==> src/rtl/jk_pkg.sv <==
// Shared encodings for the JK excitation controller: command ops, FSM states,
// and the JK excitation function that maps (present, target) bits to {J,K}.
package jk_pkg;

    typedef enum logic [1:0] {
        OP_LOAD   = 2'b00,
        OP_CLEAR  = 2'b01,
        OP_TOGGLE = 2'b10,
        OP_COUNT  = 2'b11
    } op_e;

    typedef enum logic [1:0] {
        ST_IDLE    = 2'b00,
        ST_COMPUTE = 2'b01,
        ST_APPLY   = 2'b10,
        ST_CHECK   = 2'b11
    } state_e;

    // Don't-care entries resolve to 0, so J=K=1 is never produced.
    function automatic logic [1:0] jk_excite(input logic q_bit, input logic t_bit);
        logic [1:0] jk;
        case ({q_bit, t_bit})
            2'b01:   jk = 2'b10;
            2'b10:   jk = 2'b01;
            default: jk = 2'b00;
        endcase
        return jk;
    endfunction

endpackage

==> src/rtl/jk_ff_bank.sv <==
// Bank of W edge-triggered JK flip-flops with asynchronous active-high reset.
// J=K=0 holds, J=1 sets, K=1 resets, J=K=1 toggles.
module jk_ff_bank
    import jk_pkg::*;
#(
    parameter int W = 4
) (
    input  logic         c,
    input  logic         rst,
    input  logic [W-1:0] j,
    input  logic [W-1:0] k,
    output logic [W-1:0] q
);

    logic [W-1:0] q_q;
    logic [W-1:0] q_d;

    always_comb begin
        q_d = (j & ~q_q) | (~k & q_q);
    end

    // NOTE: sequential state is written with <= only, so every flop samples pre-edge values.
    always_ff @(posedge c or posedge rst) begin
        if (rst) begin
            q_q <= '0;
        end else begin
            q_q <= q_d;
        end
    end

    assign q = q_q;

endmodule

==> src/rtl/jk_excitation_ctrl.sv <==
// Command-driven JK excitation controller: turns a requested next bank state into
// per-bit J/K drive, applies it for one cycle, and verifies the result by readback.
module jk_excitation_ctrl
    import jk_pkg::*;
#(
    parameter int W = 4
) (
    input  logic         c,
    input  logic         rst,
    input  logic         cmd_valid,
    output logic         cmd_ready,
    input  logic [1:0]   cmd_op,
    input  logic [W-1:0] cmd_data,
    output logic [W-1:0] j,
    output logic [W-1:0] k,
    output logic [W-1:0] q,
    output logic         busy,
    output logic         done,
    output logic         err
);

    state_e       state_q, state_d;
    op_e          op_q, op_d;
    logic [W-1:0] data_q, data_d;
    logic [W-1:0] tgt_q, tgt_d;
    logic [W-1:0] cnt_q, cnt_d;
    logic [W-1:0] j_q, j_d;
    logic [W-1:0] k_q, k_d;
    logic         ready_q, ready_d;
    logic         busy_q, busy_d;
    logic         done_q, done_d;
    logic         err_q, err_d;
    logic         mis_q, mis_d;
    logic [W-1:0] bank_q;
    logic         mismatch;

    jk_ff_bank #(.W(W)) u_bank (
        .c   (c),
        .rst (rst),
        .j   (j_q),
        .k   (k_q),
        .q   (bank_q)
    );

    assign mismatch = (bank_q != tgt_q);

    always_comb begin
        // NOTE: every *_d is defaulted before the case, so no branch can infer a latch.
        state_d = state_q;
        op_d    = op_q;
        data_d  = data_q;
        tgt_d   = tgt_q;
        cnt_d   = cnt_q;
        mis_d   = mis_q;
        j_d     = '0;
        k_d     = '0;
        done_d  = 1'b0;
        err_d   = 1'b0;

        case (state_q)
            ST_IDLE: begin
                if (cmd_valid && ready_q) begin
                    op_d    = op_e'(cmd_op);
                    data_d  = cmd_data;
                    mis_d   = 1'b0;
                    state_d = ST_COMPUTE;
                end
            end
            ST_COMPUTE: begin
                state_d = ST_APPLY;
                case (op_q)
                    OP_LOAD:   tgt_d = data_q;
                    OP_CLEAR:  tgt_d = '0;
                    OP_TOGGLE: tgt_d = bank_q ^ data_q;
                    OP_COUNT: begin
                        cnt_d = data_q;
                        // A zero step count verifies the current value without touching it.
                        if (data_q == '0) begin
                            tgt_d   = bank_q;
                            state_d = ST_CHECK;
                        end else begin
                            tgt_d = bank_q + W'(1);
                        end
                    end
                    default: tgt_d = tgt_q;
                endcase
            end
            ST_APPLY: begin
                state_d = ST_CHECK;
            end
            ST_CHECK: begin
                if (op_q == OP_COUNT && cnt_q > W'(1)) begin
                    cnt_d   = cnt_q - W'(1);
                    tgt_d   = bank_q + W'(1);
                    mis_d   = mis_q | mismatch;
                    state_d = ST_APPLY;
                end else begin
                    done_d  = 1'b1;
                    err_d   = mis_q | mismatch;
                    state_d = ST_IDLE;
                end
            end
            default: state_d = ST_IDLE;
        endcase

        if (state_d == ST_APPLY) begin
            for (int i = 0; i < W; i++) begin
                {j_d[i], k_d[i]} = jk_excite(bank_q[i], tgt_d[i]);
            end
        end

        ready_d = (state_d == ST_IDLE);
        busy_d  = !ready_d;
    end

    always_ff @(posedge c or posedge rst) begin
        if (rst) begin
            state_q <= ST_IDLE;
            op_q    <= OP_LOAD;
            data_q  <= '0;
            tgt_q   <= '0;
            cnt_q   <= '0;
            j_q     <= '0;
            k_q     <= '0;
            ready_q <= 1'b1;
            busy_q  <= 1'b0;
            done_q  <= 1'b0;
            err_q   <= 1'b0;
            mis_q   <= 1'b0;
        end else begin
            state_q <= state_d;
            op_q    <= op_d;
            data_q  <= data_d;
            tgt_q   <= tgt_d;
            cnt_q   <= cnt_d;
            j_q     <= j_d;
            k_q     <= k_d;
            ready_q <= ready_d;
            busy_q  <= busy_d;
            done_q  <= done_d;
            err_q   <= err_d;
            mis_q   <= mis_d;
        end
    end

    assign cmd_ready = ready_q;
    assign busy      = busy_q;
    assign done      = done_q;
    assign err       = err_q;
    assign j         = j_q;
    assign k         = k_q;
    assign q         = bank_q;

endmodule

==> config.mk <==
export PLATFORM = sky130hd
export DESIGN_NAME = jk_excitation_ctrl
export DESIGN_NICKNAME = d
export VERILOG_FILES = /design/src/rtl/jk_pkg.sv /design/src/rtl/jk_ff_bank.sv /design/src/rtl/jk_excitation_ctrl.sv
export SDC_FILE = /design/constraint.sdc
export NUM_CORES = 1
export LEC_CHECK = 0
export ABC_AREA = 1
export CORE_ASPECT_RATIO = 0.6
export CORE_MARGIN = 2
export CORE_UTILIZATION = 23
export DETAILED_ROUTE_END_ITERATION = 10
export GPL_TIMING_DRIVEN = 0
export PLACE_DENSITY = 0.39
export SLEW_MARGIN = 5
export SYNTH_ARGS = -nofsm -noshare
export SYNTH_HDL_FRONTEND = slang
export SYNTH_SLANG_ARGS = --single-unit
==> constraint.sdc <==
create_clock -name c -period 2.25 [get_ports c]
set_clock_uncertainty 0.2 [all_clocks]
set_input_delay 0.3375 -clock c [delete_from_list [all_inputs] [get_ports c]]
set_output_delay 0.3375 -clock c [all_outputs]
set_load 0.01 [all_outputs]
After elaboration in Yosys (flattened, before gate mapping)
Cells that the tools add are included.

storage, ports and cells
  register bits after elaboration = 33
  output and inout bits = 16
  logic and storage cells = 79

cells by class
  add/sub/neg operators = 2
  $lt $le $gt $ge = 1
  equal/unequal tests = 19
  multiplexer cells = 25
  bitwise gates (word level) = 7
  reductions and logical operators = 12

operators by type and width
  cell                                                                    number
  4-bit 2-to-1 mux                                                        6
  2-bit equality test (second input constant)                             9
  2-bit one-hot mux with 2 select lines                                   4
  4-bit one-hot mux with 2 select lines                                   2
  4-bit one-hot mux with 4 select lines                                   1
  2-bit by 1-bit equality test with 1-bit output (second input constant)  6
  4-bit AND                                                               2
  1-bit 2-to-1 mux                                                        8
  4-bit NOT                                                               2
  2-bit one-hot mux with 4 select lines                                   1
  2-bit zero test                                                         3
  2-bit != test (second input constant)                                   3
  3-bit AND reduction                                                     2
  4-bit by 1-bit adder with 4-bit output (second input constant)          1
  4-bit by 1-bit > comparator with 1-bit output (second input constant)   1
  4-bit zero test                                                         1
  2-bit 2-to-1 mux                                                        2
  4-bit != test                                                           1
  4-bit bitwise OR                                                        1
  2-bit nonzero test                                                      2
  4-bit by 1-bit subtractor with 4-bit output (second input constant)     1
  4-bit XOR                                                               1
  1-bit logical AND                                                       2
  1-bit one-hot mux with 2 select lines                                   1
  3 further kinds                                                         3

Longest topological paths before layout
Gate-level depths: netlist of the first run.

  word-level depth = 7
  gate-level depth with buffers = 12
  depth with buffers taken out = 12

Hierarchy
From an unflattened synthesis of the first run, not the netlist that was laid out.

unflattened totals
  cell total of the unflattened synthesis = 268
  area, all modules = 1,936.9 um2

modules (own cells, without submodules)
  module              instances  cells each  area an instance (um2)
  jk_excitation_ctrl  1          243         1,757.9
  jk_ff_bank          1          25          178.9

Least setup slack after synthesis of the first run
No wires, ideal clock.

  kind = flip-flop to flip-flop
  start = register cnt_q[0]
  end = register k_q[3] (netlist: k[3])
  arrival = 1,254 ps
  slack = 681 ps
  cell stages (with the launch flop) = 13
  path buffers = 0
  clock period less this slack = 1,569 ps
  cells stage by stage = dfrtp_1 inv_1 ha_1 inv_1 nand2_1 nand2_1 nand3_4 clkinv_2 nand2_1 nand2_1 inv_2 nand2_2 nor2_2

between the ends
  word-level cells in the longest chain between the ends = 7

RTL lines
  item                                                                                          line                       text
  start: declaration                                                                            jk_excitation_ctrl.sv:26   logic [W-1:0] cnt_q, cnt_d;
  start signal: assignment                                                                      jk_excitation_ctrl.sv:135  cnt_q <= cnt_d;
  4-bit by 1-bit > comparator with 1-bit output *                                               jk_excitation_ctrl.sv:92   if (op_q == OP_COUNT && cnt_q > W'(1)) begin
  1-bit logical AND *                                                                           jk_excitation_ctrl.sv:92
  4-bit 2-to-1 mux *                                                                            jk_excitation_ctrl.sv:92
  4-bit one-hot mux with 2 select lines *                                                       jk_excitation_ctrl.sv:60   case (state_q)
  via tgt_d[3]                                                                                  jk_excitation_ctrl.sv:25   logic [W-1:0] tgt_q, tgt_d;
  2-bit equality test / 2-bit by 1-bit equality test with 1-bit output (equally long branches)  jk_pkg.sv:22               case ({q_bit, t_bit})
  2-bit one-hot mux with 2 select lines *                                                       jk_pkg.sv:22
  4-bit 2-to-1 mux *                                                                            jk_excitation_ctrl.sv:106  if (state_d == ST_APPLY) begin
  via k_d[3]                                                                                    jk_excitation_ctrl.sv:28   logic [W-1:0] k_q, k_d;
  end signal: assignment                                                                        jk_excitation_ctrl.sv:137  k_q <= k_d;
  end: declaration                                                                              jk_excitation_ctrl.sv:28

The timed path passes the listed nets; every way through them passes the cells marked *.
A chain may end at the register's enable or synchronous reset.

Worst setup path after layout of the first run
  start = register u_bank.q_q[3] (netlist: u_bank.q[3])
  end = output q[3]

RTL lines
  item                      line                      text
  start: declaration        jk_ff_bank.sv:15          logic [W-1:0] q_q;
  start signal: assignment  jk_ff_bank.sv:27          q_q <= q_d;
  end: declaration          jk_excitation_ctrl.sv:16  output logic [W-1:0] q,

No word-level cell between the ends.

==> results of run 1 <==
metrics by stage:
stage	worst slack, ns	instances	area [um^2]	util	power (mW)
6_report	0.381	359	2290	0.310	3.19
3_3_place_gp	0.0340	351	2160	0.292	2.56
5_1_grt	0.324	359	2290	0.310	3.47
4_1_cts	0.354	359	2290	0.310	3.23
3_5_place_dp	0.376	351	2160	0.292	2.55
2_1_floorplan	0.681	223	1790	-	2.05
layout by cell type (no fill, tap or decap), types with 5 or more instances in the layout:
cell type	n
a21oi_1	6
dfrtp_1	32
nand3_1	25
clkdlybuf4s50_1	24
inv_2	7
nand2_2	8
clkbuf_16	5
o21ai_0	15
inv_1	22
nor2_1	6
nor2_2	6
nand2_1	67
final timing paths:
path,from,slack (ns),end
max,u_bank.q[3],0.38,q[3]
min,k[1],0.26,u_bank.q[1]
min reg2reg,k[1],0.26,u_bank.q[1]
max in group asynchronous,rst,1.07,data_q[3]
max reg2reg,cnt_q[0],0.52,k[3]
min in group asynchronous,rst,0.31,done
report_power, final:
part	internal, mW	leakage, nW	switching (mW)	total [mW]
clock	0.411	0.0652	0.249	0.660
combinational	0.582	0.588	0.912	1.49
sequential	0.835	0.423	0.197	1.03
per-layer routing:
layer / part of all wire / vias to the layer above / wire, um / global-route usage
met5: 0 / - / 0 / 0
met4: 0.011 / 0 / 47 / 0.0402
met3: 0.054 / 5 / 239 / 0.0377
met2: 0.35 / 29 / 1560 / 0.150
met1: 0.59 / 678 / 2610 / 0.177
li1: - / 765 / - / -
kinds of logic (layout without fill, tap and decap cells):
group	after synthesis	count (layout)	synth area share
flops	33	33	0.463
buf+inv	35	67	0.0834
fa+ha+maj	3	3	0.0210
simple gates	121	121	0.327
compound gates	27	27	0.0862
xor+xnor	4	4	0.0196
area by class of cell:
cell class                      count  area, um^2  share of cell area
Timing Repair Buffer               24         240               0.105
Buffer                              4        26.3              0.0115
Inverter                           31         123              0.0535
Sequential cell                    33         827               0.361
Tap cell                          104         130              0.0568
Multi-Input combinational cell    155         810               0.353
Clock buffer                        8         136              0.0595
registers in the layout, summed over array words and instances, names as in the netlist:
register / count
tgt_q: 4
busy: 1
cmd_ready: 1
cnt_q: 4
state_q: 2
done: 1
err: 1
mis_q: 1
data_q: 4
k: 4
u_bank.q: 4
j: 4
op_q: 2
==> results.py, run 1 <==
metrics = {
    "status": {
        "status": "finished, final reports clean",
    },
    "timing": {
        "slew_viol_final": 0,
        "setup_viol": 0,
        "fmax_mhz": 535,
        "hold_violations": 0,
        "final.min_clock_period_ns": 1.87,
        "min_period_over_period": 0.831,
        "rsz0062_at_grt": "no",
        "worstMarginPinSlew_ns": 0.735,
        "final.setup.tns_ns": 0,
        "hold_ws_ns": 0.264,
        "slew_headroom": 0.509,
    },
    "logic_synthesis": {
        "syn-num-nets": 235,
        "synthCells": 223,
        "synthDistinctLibCells": 25,
        "synth_seq_cells": 33,
        "netlist_top_cells_area": "dfrtp_1, nand2_1, nand3_1",
        "synth_edf_count": 0,
        "yosys.cell_count.top_type": "nand2_1",
        "yosys-top-cells-count": "nand2_1, dfrtp_1, nand3_1",
        "yosysTopAreaCell": "dfrtp_1",
        "ys_warn_count": 0,
        "syn_area_um2": 1790,
        "yosys.area.top_type_share": 0.448,
        "async_flop_share": 1.00,
        "ys_seq_area_frac": 0.463,
        "avgSynthCellArea_um2": 8.01,
        "ys.flop_type": "dfrtp_1",
    },
    "setup_path": {
        "r2r_cells": 12,
        "crit_buf_inv": 1,
        "worst_path_max_delay_cell": "clkdlybuf4s50_1",
        "cp_top_family": "buffers and inverters",
        "cp.depth": 1,
        "cp.required_ns": 1.71,
        "end_kind": "primary output",
        "cpPeakStageDelay_ns": 0.59,
        "start_kind": "flip-flop",
        "crit_chain": "clkdlybuf4s50_1",
        "crit_type": "flip-flop to primary output",
        "critPathMaxFanout": 6,
        "critical_path_arrival_ns": 1.33,
    },
    "floorplanning": {
        "rows": 24,
        "die_y_um": 72.2,
        "die_area_um2": 8510,
        "die_x_um": 118,
        "fp.coreArea_um2": 7390,
        "pin_count": 25,
        "start_util": 0.242,
    },
    "grt": {
        "antenna_found_initial": 0,
        "grt_overflow": 0,
        "grt_pass1_wl_um": 7450,
        "grt_pass1_vias": 1471,
        "grt_max_degree": 34,
        "grt_util_all_layers": 0.116,
    },
    "clocking": {
        "clkTransAtPathRegs_ns": 0.05,
        "cts-buffers-inserted": 5,
        "postCtsSetupBuffers": 0,
        "cts_tree": "done",
        "insertion_delay_ns": 0.28,
        "clock_path_buffers": 2,
        "ctsRootBufferMaster": "clkbuf_16",
        "htreeDepth": 2,
        "hold_buffers": 0,
        "clock-sinks": 33,
        "post_cts_resized": 0,
    },
    "power_and_ir_drop": {
        "irDropWorstVdd_uv": 330,
        "leakage_nw": 1.08,
        "powerDensity_nw_per_um2": 1390,
    },
    "layout": {
        "drive_gt1_frac": 0.169,
        "fill_cells": 817,
        "final_nets": 266,
        "area_delta_synth_final_pct": 28.4,
        "insertedDiodeCount": 0,
    },
    "detailed_routing": {
        "drtPass1Iterations": 4,
        "vias": 1477,
        "wirelength_um": 4450,
        "vias_per_cell": 4.11,
        "route.detailed.drc": 0,
        "drtAntennaViolNets": 0,
        "wl_per_cell_um": 12.4,
        "drt_iter0_drc": 88,
    },
    "placed_design": {
        "place_hpwl_um": 3340,
        "port_buffers": 24,
        "gp_congestion": 0.777,
    },
    "hold_path": {
        "min_path_cells": 1,
        "hp-class": "flip-flop to flip-flop",
    },
    "job": {
        "cap_viol_max_count": 0,
    },
}
Power figures use the tool's default switching activity.
==> run 2, diff against run 1 <==
Settings changed: PLACE_DENSITY 0.39 to 0.41.
Clock period 2.25 ns to 1.6 ns, I/O delays scaled along.
==> results.py, run 2 (synthesis gave the netlist of run 1 again) <==
metrics = {
    "status": {
        "status": "finished, violations left",
        "violations": "setup timing",
    },
    "timing": {
        "hold_ws_ns": 0.203,
        "rsz0062_at_grt": "yes",
        "hold_violations": 0,
        "final.min_clock_period_ns": 1.70,
        "fmax_mhz": 588,
        "fin_ws_ns": -0.100,
        "setup_viol": 13,
        "slew_viol_final": 0,
        "worstMarginPinSlew_ns": 0.731,
        "slew_headroom": 0.512,
        "min_period_over_period": 1.06,
    },
    "detailed_routing": {
        "route.detailed.drc": 0,
        "drtAntennaViolNets": 0,
        "wirelength_um": 4700,
        "drtPass1Iterations": 4,
        "wl_per_cell_um": 12.7,
        "vias": 1565,
        "vias_per_cell": 4.22,
        "drt_iter0_drc": 97,
    },
    "layout": {
        "final_common_cell": "nand2_1",
        "fill_cells": 817,
        "final_nets": 278,
        "insertedDiodeCount": 0,
        "drive_gt1_frac": 0.307,
        "area_delta_synth_final_pct": 40.6,
        "postLayoutCellArea_um2": 2510,
        "multi_input_area_um2": 906,
        "layout_common_cells": "nand2_1, dfrtp_1, nand3_1, inv_1, nand2_2",
        "ff_latch_area_um2": 830,
    },
    "setup_path": {
        "end_kind": "flip-flop",
        "critPathMaxFanout": 8,
        "worstReg2RegStart": "cnt_q[0]",
        "cpPeakStageDelay_ns": 0.40,
        "crit_buf_inv": 4,
        "cp.required_ns": 1.58,
        "start_kind": "flip-flop",
        "worst_path_max_delay_cell": "dfrtp_1",
        "crit_chain": "inv_2, ha_4, inv_2, nand2_2, nand2_4, nand3_4, clkinv_4, nand2_2, nand2_2, inv_2, nand2_2, nor2_2",
        "rrSetupSlack_ns": -0.1,
        "crit_top_cell": "nand2_2",
        "r2r_cells": 12,
        "cp_top_family": "simple AND/OR/NAND/NOR gates",
        "critical_path_arrival_ns": 1.68,
        "crit_type": "flip-flop to flip-flop",
        "r2r_end": "k[3]",
    },
    "grt": {
        "grt_pass1_vias": 1526,
        "grt_util_all_layers": 0.123,
        "grt_pass1_wl_um": 7900,
        "grt_max_degree": 34,
        "grt_overflow": 0,
        "antenna_found_initial": 0,
    },
    "clocking": {
        "cts_tree": "done",
        "htreeDepth": 2,
        "clkTransAtPathRegs_ns": 0.06,
        "clock_path_buffers": 2,
        "clock-sinks": 33,
        "ctsRootBufferMaster": "clkbuf_16",
        "cts-buffers-inserted": 5,
        "insertion_delay_ns": 0.28,
    },
    "floorplanning": {
        "rows": 24,
        "start_util": 0.242,
        "die_area_um2": 8510,
        "fp.coreArea_um2": 7390,
        "die_x_um": 118,
        "die_y_um": 72.2,
        "pin_count": 25,
    },
    "placed_design": {
        "port_buffers": 24,
        "placed_cell_area_um2": 2160,
        "place_hpwl_um": 3310,
        "gp_congestion": 0.800,
    },
    "power_and_ir_drop": {
        "powerDensity_nw_per_um2": 1970,
        "irDropWorstVdd_uv": 522,
        "leakage_nw": 1.25,
    },
    "hold_path": {
        "hp-class": "input port to async pin",
    },
    "job": {
        "cap_viol_max_count": 0,
    },
}
[run 2: changes by cell type in the layout (fill, tap and decap cells not counted), sizes merged]
cell / previous run / this run
clkdlybuf4s50: 24 / 9
clkbuf: 8 / 7
dlygate4sd2: 0 / 13
buf: 4 / 16
clkinv: 2 / 3
dlymetal6s2s: 0 / 2
[run 2: layout make-up]
class	count	area share
Clock inverter	1	0.00199
Clock buffer	7	0.0608
Buffer	4	0.0105
Timing Repair Buffer	36	0.132
Inverter	31	0.0513
Tap cell	104	0.0518
Sequential cell	33	0.331
Multi-Input combinational cell	155	0.361
[run 2: worst max path at each step]
stage,startpoint,endpoint,slack (ns),cells past startpoint
after global routing,cnt_q[0],k[3],-0.18,12
after global placement,rst,op_q[0],-0.49,2
after floorplan,cnt_q[0],k[3],0.03,12
after CTS,cnt_q[0],k[3],-0.11,12
final,cnt_q[0],k[3],-0.1,12
after detailed placement,cmd_valid,mis_q,-0.19,6
[run 2: through the flow]
stage               setup TNS, ns  std cells   util  power [mW]  setup slack (ns)
CTS                        -0.540        369  0.333        4.87            -0.114
global placement           -18.78        351  0.292        3.59            -0.491
detailed placement          -2.90        351  0.292        3.59            -0.195
finish                     -0.641        371  0.340        4.94            -0.100
global route                -1.92        371  0.340        5.35            -0.179
floorplan                       0        223      -        2.88            0.0306
[run 2: what timing repair did]
| action | in CTS | in global routing |
|---|---|---|
| pin swaps | 19 | 9 |
| hold buffers | 0 | 0 |
| gates resized for setup | 33 | 19 |
| buffers inserted | 11 | 2 |
| endpoints found under the setup margin | 33 | 23 |
[run 2: routing by layer]
layer,vias to the layer above,track usage,wire length [um]
li1,792,-,-
met3,4,0.0417,252
met2,33,0.157,1730
met1,736,0.188,2670
met5,-,0,0
met4,0,0.0402,38
[run 2: where the power goes]
part / leakage [nW] / switching, mW / internal, mW / total [mW]
registers: 0.421 / 0.304 / 1.18 / 1.48
clock network: 0.0799 / 0.367 / 0.659 / 1.03
logic: 0.748 / 1.45 / 0.980 / 2.43
total: 1.25 / 2.12 / 2.82 / 4.94
==> run 3, diff against run 2 <==
Settings changed: CORE_UTILIZATION 23 to 51, CTS_BUF_LIST from default to sky130_fd_sc_hd__clkbuf_8, PLACE_DENSITY 0.41 to 0.77.
==> results.py, run 3 (synthesis gave the netlist of run 1 again) <==
metrics = {
    "setup_path": {
        "crit_buf_inv": 4,
        "crit_type": "flip-flop to flip-flop",
        "critical_path_arrival_ns": 1.70,
        "start_kind": "flip-flop",
        "critPathMaxFanout": 8,
        "cp_top_family": "simple AND/OR/NAND/NOR gates",
        "end_kind": "flip-flop",
        "cp.required_ns": 1.62,
        "rrSetupSlack_ns": -0.09,
        "crit_chain": "inv_2, ha_2, inv_1, nand2_2, nand2_4, nand3_4, clkinv_4, nand2_1, nand2_1, inv_2, nand2_2, nor2_2",
        "cpPeakStageDelay_ns": 0.38,
        "worst_path_max_delay_cell": "dfrtp_1",
    },
    "clocking": {
        "cts_tree": "done",
        "htreeDepth": 2,
        "clock-sinks": 33,
        "cts-buffers-inserted": 5,
        "ctsRootBufferMaster": "clkbuf_8",
        "hold_buffers": 0,
        "clock_path_buffers": 2,
        "insertion_delay_ns": 0.28,
        "clkTransAtPathRegs_ns": 0.07,
    },
    "timing": {
        "min_period_over_period": 1.05,
        "final.min_clock_period_ns": 1.69,
        "hold_ws_ns": 0.214,
        "fin_ws_ns": -0.0871,
        "rsz0062_at_grt": "yes",
        "slew_headroom": 0.525,
        "slew_viol_final": 0,
        "worstMarginPinSlew_ns": 0.711,
        "fmax_mhz": 593,
        "setup_viol": 12,
        "hold_violations": 0,
    },
    "layout": {
        "final_nets": 272,
        "insertedDiodeCount": 0,
        "final_cells": 306,
        "final_common_cell": "nand2_1",
        "drive_gt1_frac": 0.261,
        "layout_common_cells": "nand2_1, dfrtp_1, nand3_1, inv_1, o21ai_0",
        "area_delta_synth_final_pct": 29.2,
    },
    "power_and_ir_drop": {
        "p_total_mw": 4.33,
        "leakage_nw": 1.22,
        "irDropWorstVdd_uv": 920,
        "powerDensity_nw_per_um2": 1880,
    },
    "floorplanning": {
        "fp.coreArea_um2": 3300,
        "die_area_um2": 4010,
        "rows": 16,
        "die_y_um": 49.8,
        "die_x_um": 80.4,
        "pin_count": 25,
        "start_util": 0.541,
    },
    "grt": {
        "grt_pass1_wl_um": 6670,
        "grt_util_all_layers": 0.223,
        "antenna_found_initial": 0,
        "grt_pass1_vias": 1483,
        "grt_max_degree": 34,
        "grt_overflow": 0,
    },
    "placed_design": {
        "port_buffers": 24,
        "place_inst": 292,
        "place_hpwl_um": 2790,
        "gp_congestion": 0.934,
    },
    "hold_path": {
        "hp-class": "input port to async pin",
    },
    "detailed_routing": {
        "vias_per_cell": 5.09,
        "route.detailed.drc": 0,
        "wirelength_um": 3950,
        "wl_per_cell_um": 12.9,
        "drtAntennaViolNets": 0,
        "vias": 1557,
        "drt_iter0_drc": 94,
        "drtPass1Iterations": 4,
    },
    "job": {
        "cap_viol_max_count": 0,
    },
    "status": {
        "violations": "setup timing",
        "status": "finished, violations left",
    },
}
-- run 3: cell types whose count changed in the layout (fill, tap and decap cells not counted), moves of 3 or more --
cell | before | now
dlygate4sd2_1 | 13 | 10
dlymetal6s2s_1 | 2 | 6
clkbuf_16 | 5 | 0
buf_4 | 11 | 5
nand2_2 | 15 | 10
clkbuf_8 | 2 | 5
nand2_1 | 57 | 63
inv_1 | 17 | 20
-- run 3: timing repair --
action                                  in CTS  in global routing
cloned                                       0                  0
pin swaps                                    3                  9
gates resized for setup                     27                 19
buffers inserted                             3                  3
endpoints found under the setup margin      61                 32
-- run 3: through the flow --
| step | setup WS, ns | setup TNS, ns | cell area, um^2 | utilization |
|---|---|---|---|---|
| after global routing | -0.196 | -1.85 | 2310 | 0.698 |
| final | -0.0871 | -0.584 | 2310 | 0.698 |
| after global placement | -0.335 | -11.97 | 2080 | 0.630 |
| after floorplan | 0.0306 | 0 | 1790 | - |
| after detailed placement | -0.343 | -13.13 | 2080 | 0.630 |
| after CTS | -0.0793 | -0.462 | 2230 | 0.677 |
-- run 3: layout make-up --
cell class | count | area [um^2]
Fill cell | 289 | 996
Clock buffer | 5 | 68.8
Clock inverter | 3 | 11.3
Buffer | 4 | 26.3
Multi-Input combinational cell | 155 | 882
Tap cell | 45 | 56.3
Timing Repair Buffer | 30 | 300
Sequential cell | 33 | 832
Inverter | 31 | 130
-- run 3: worst reg2reg max path: stages, from the launching register on --
cell	delay (ns)
dfrtp_1	0.38
inv_2	0.10
ha_2	0.19
inv_1	0.05
nand2_2	0.07
nand2_4	0.06
nand3_4	0.15
clkinv_4	0.09
nand2_1	0.06
nand2_1	0.06
inv_2	0.08
nand2_2	0.06
nor2_2	0.08
-- run 3: final timing paths --
path	start	to	cells after the start
setup / recovery	cnt_q[1]	k[3]	12
hold / removal	rst	u_bank.q[1]	2
setup reg to reg	cnt_q[1]	k[3]	12
hold reg to reg	k[3]	u_bank.q[3]	1
max in group asynchronous	rst	state_q[0]	2
min in group c	k[3]	u_bank.q[3]	1
-- run 3: power by group --
group / leakage (nW) / total, mW / switching (mW) / internal (mW)
combinational: 0.749 / 2.28 / 1.38 / 0.905
clock: 0.0519 / 0.578 / 0.288 / 0.289
sequential: 0.418 / 1.47 / 0.290 / 1.18
-- run 3: metal layers --
metal	wire length, um	up-vias	GRT usage
met5	0	-	0
met4	56	0	0.0763
met3	307	6	0.0568
met2	1680	54	0.328
met1	1900	714	0.322
li1	-	783	-
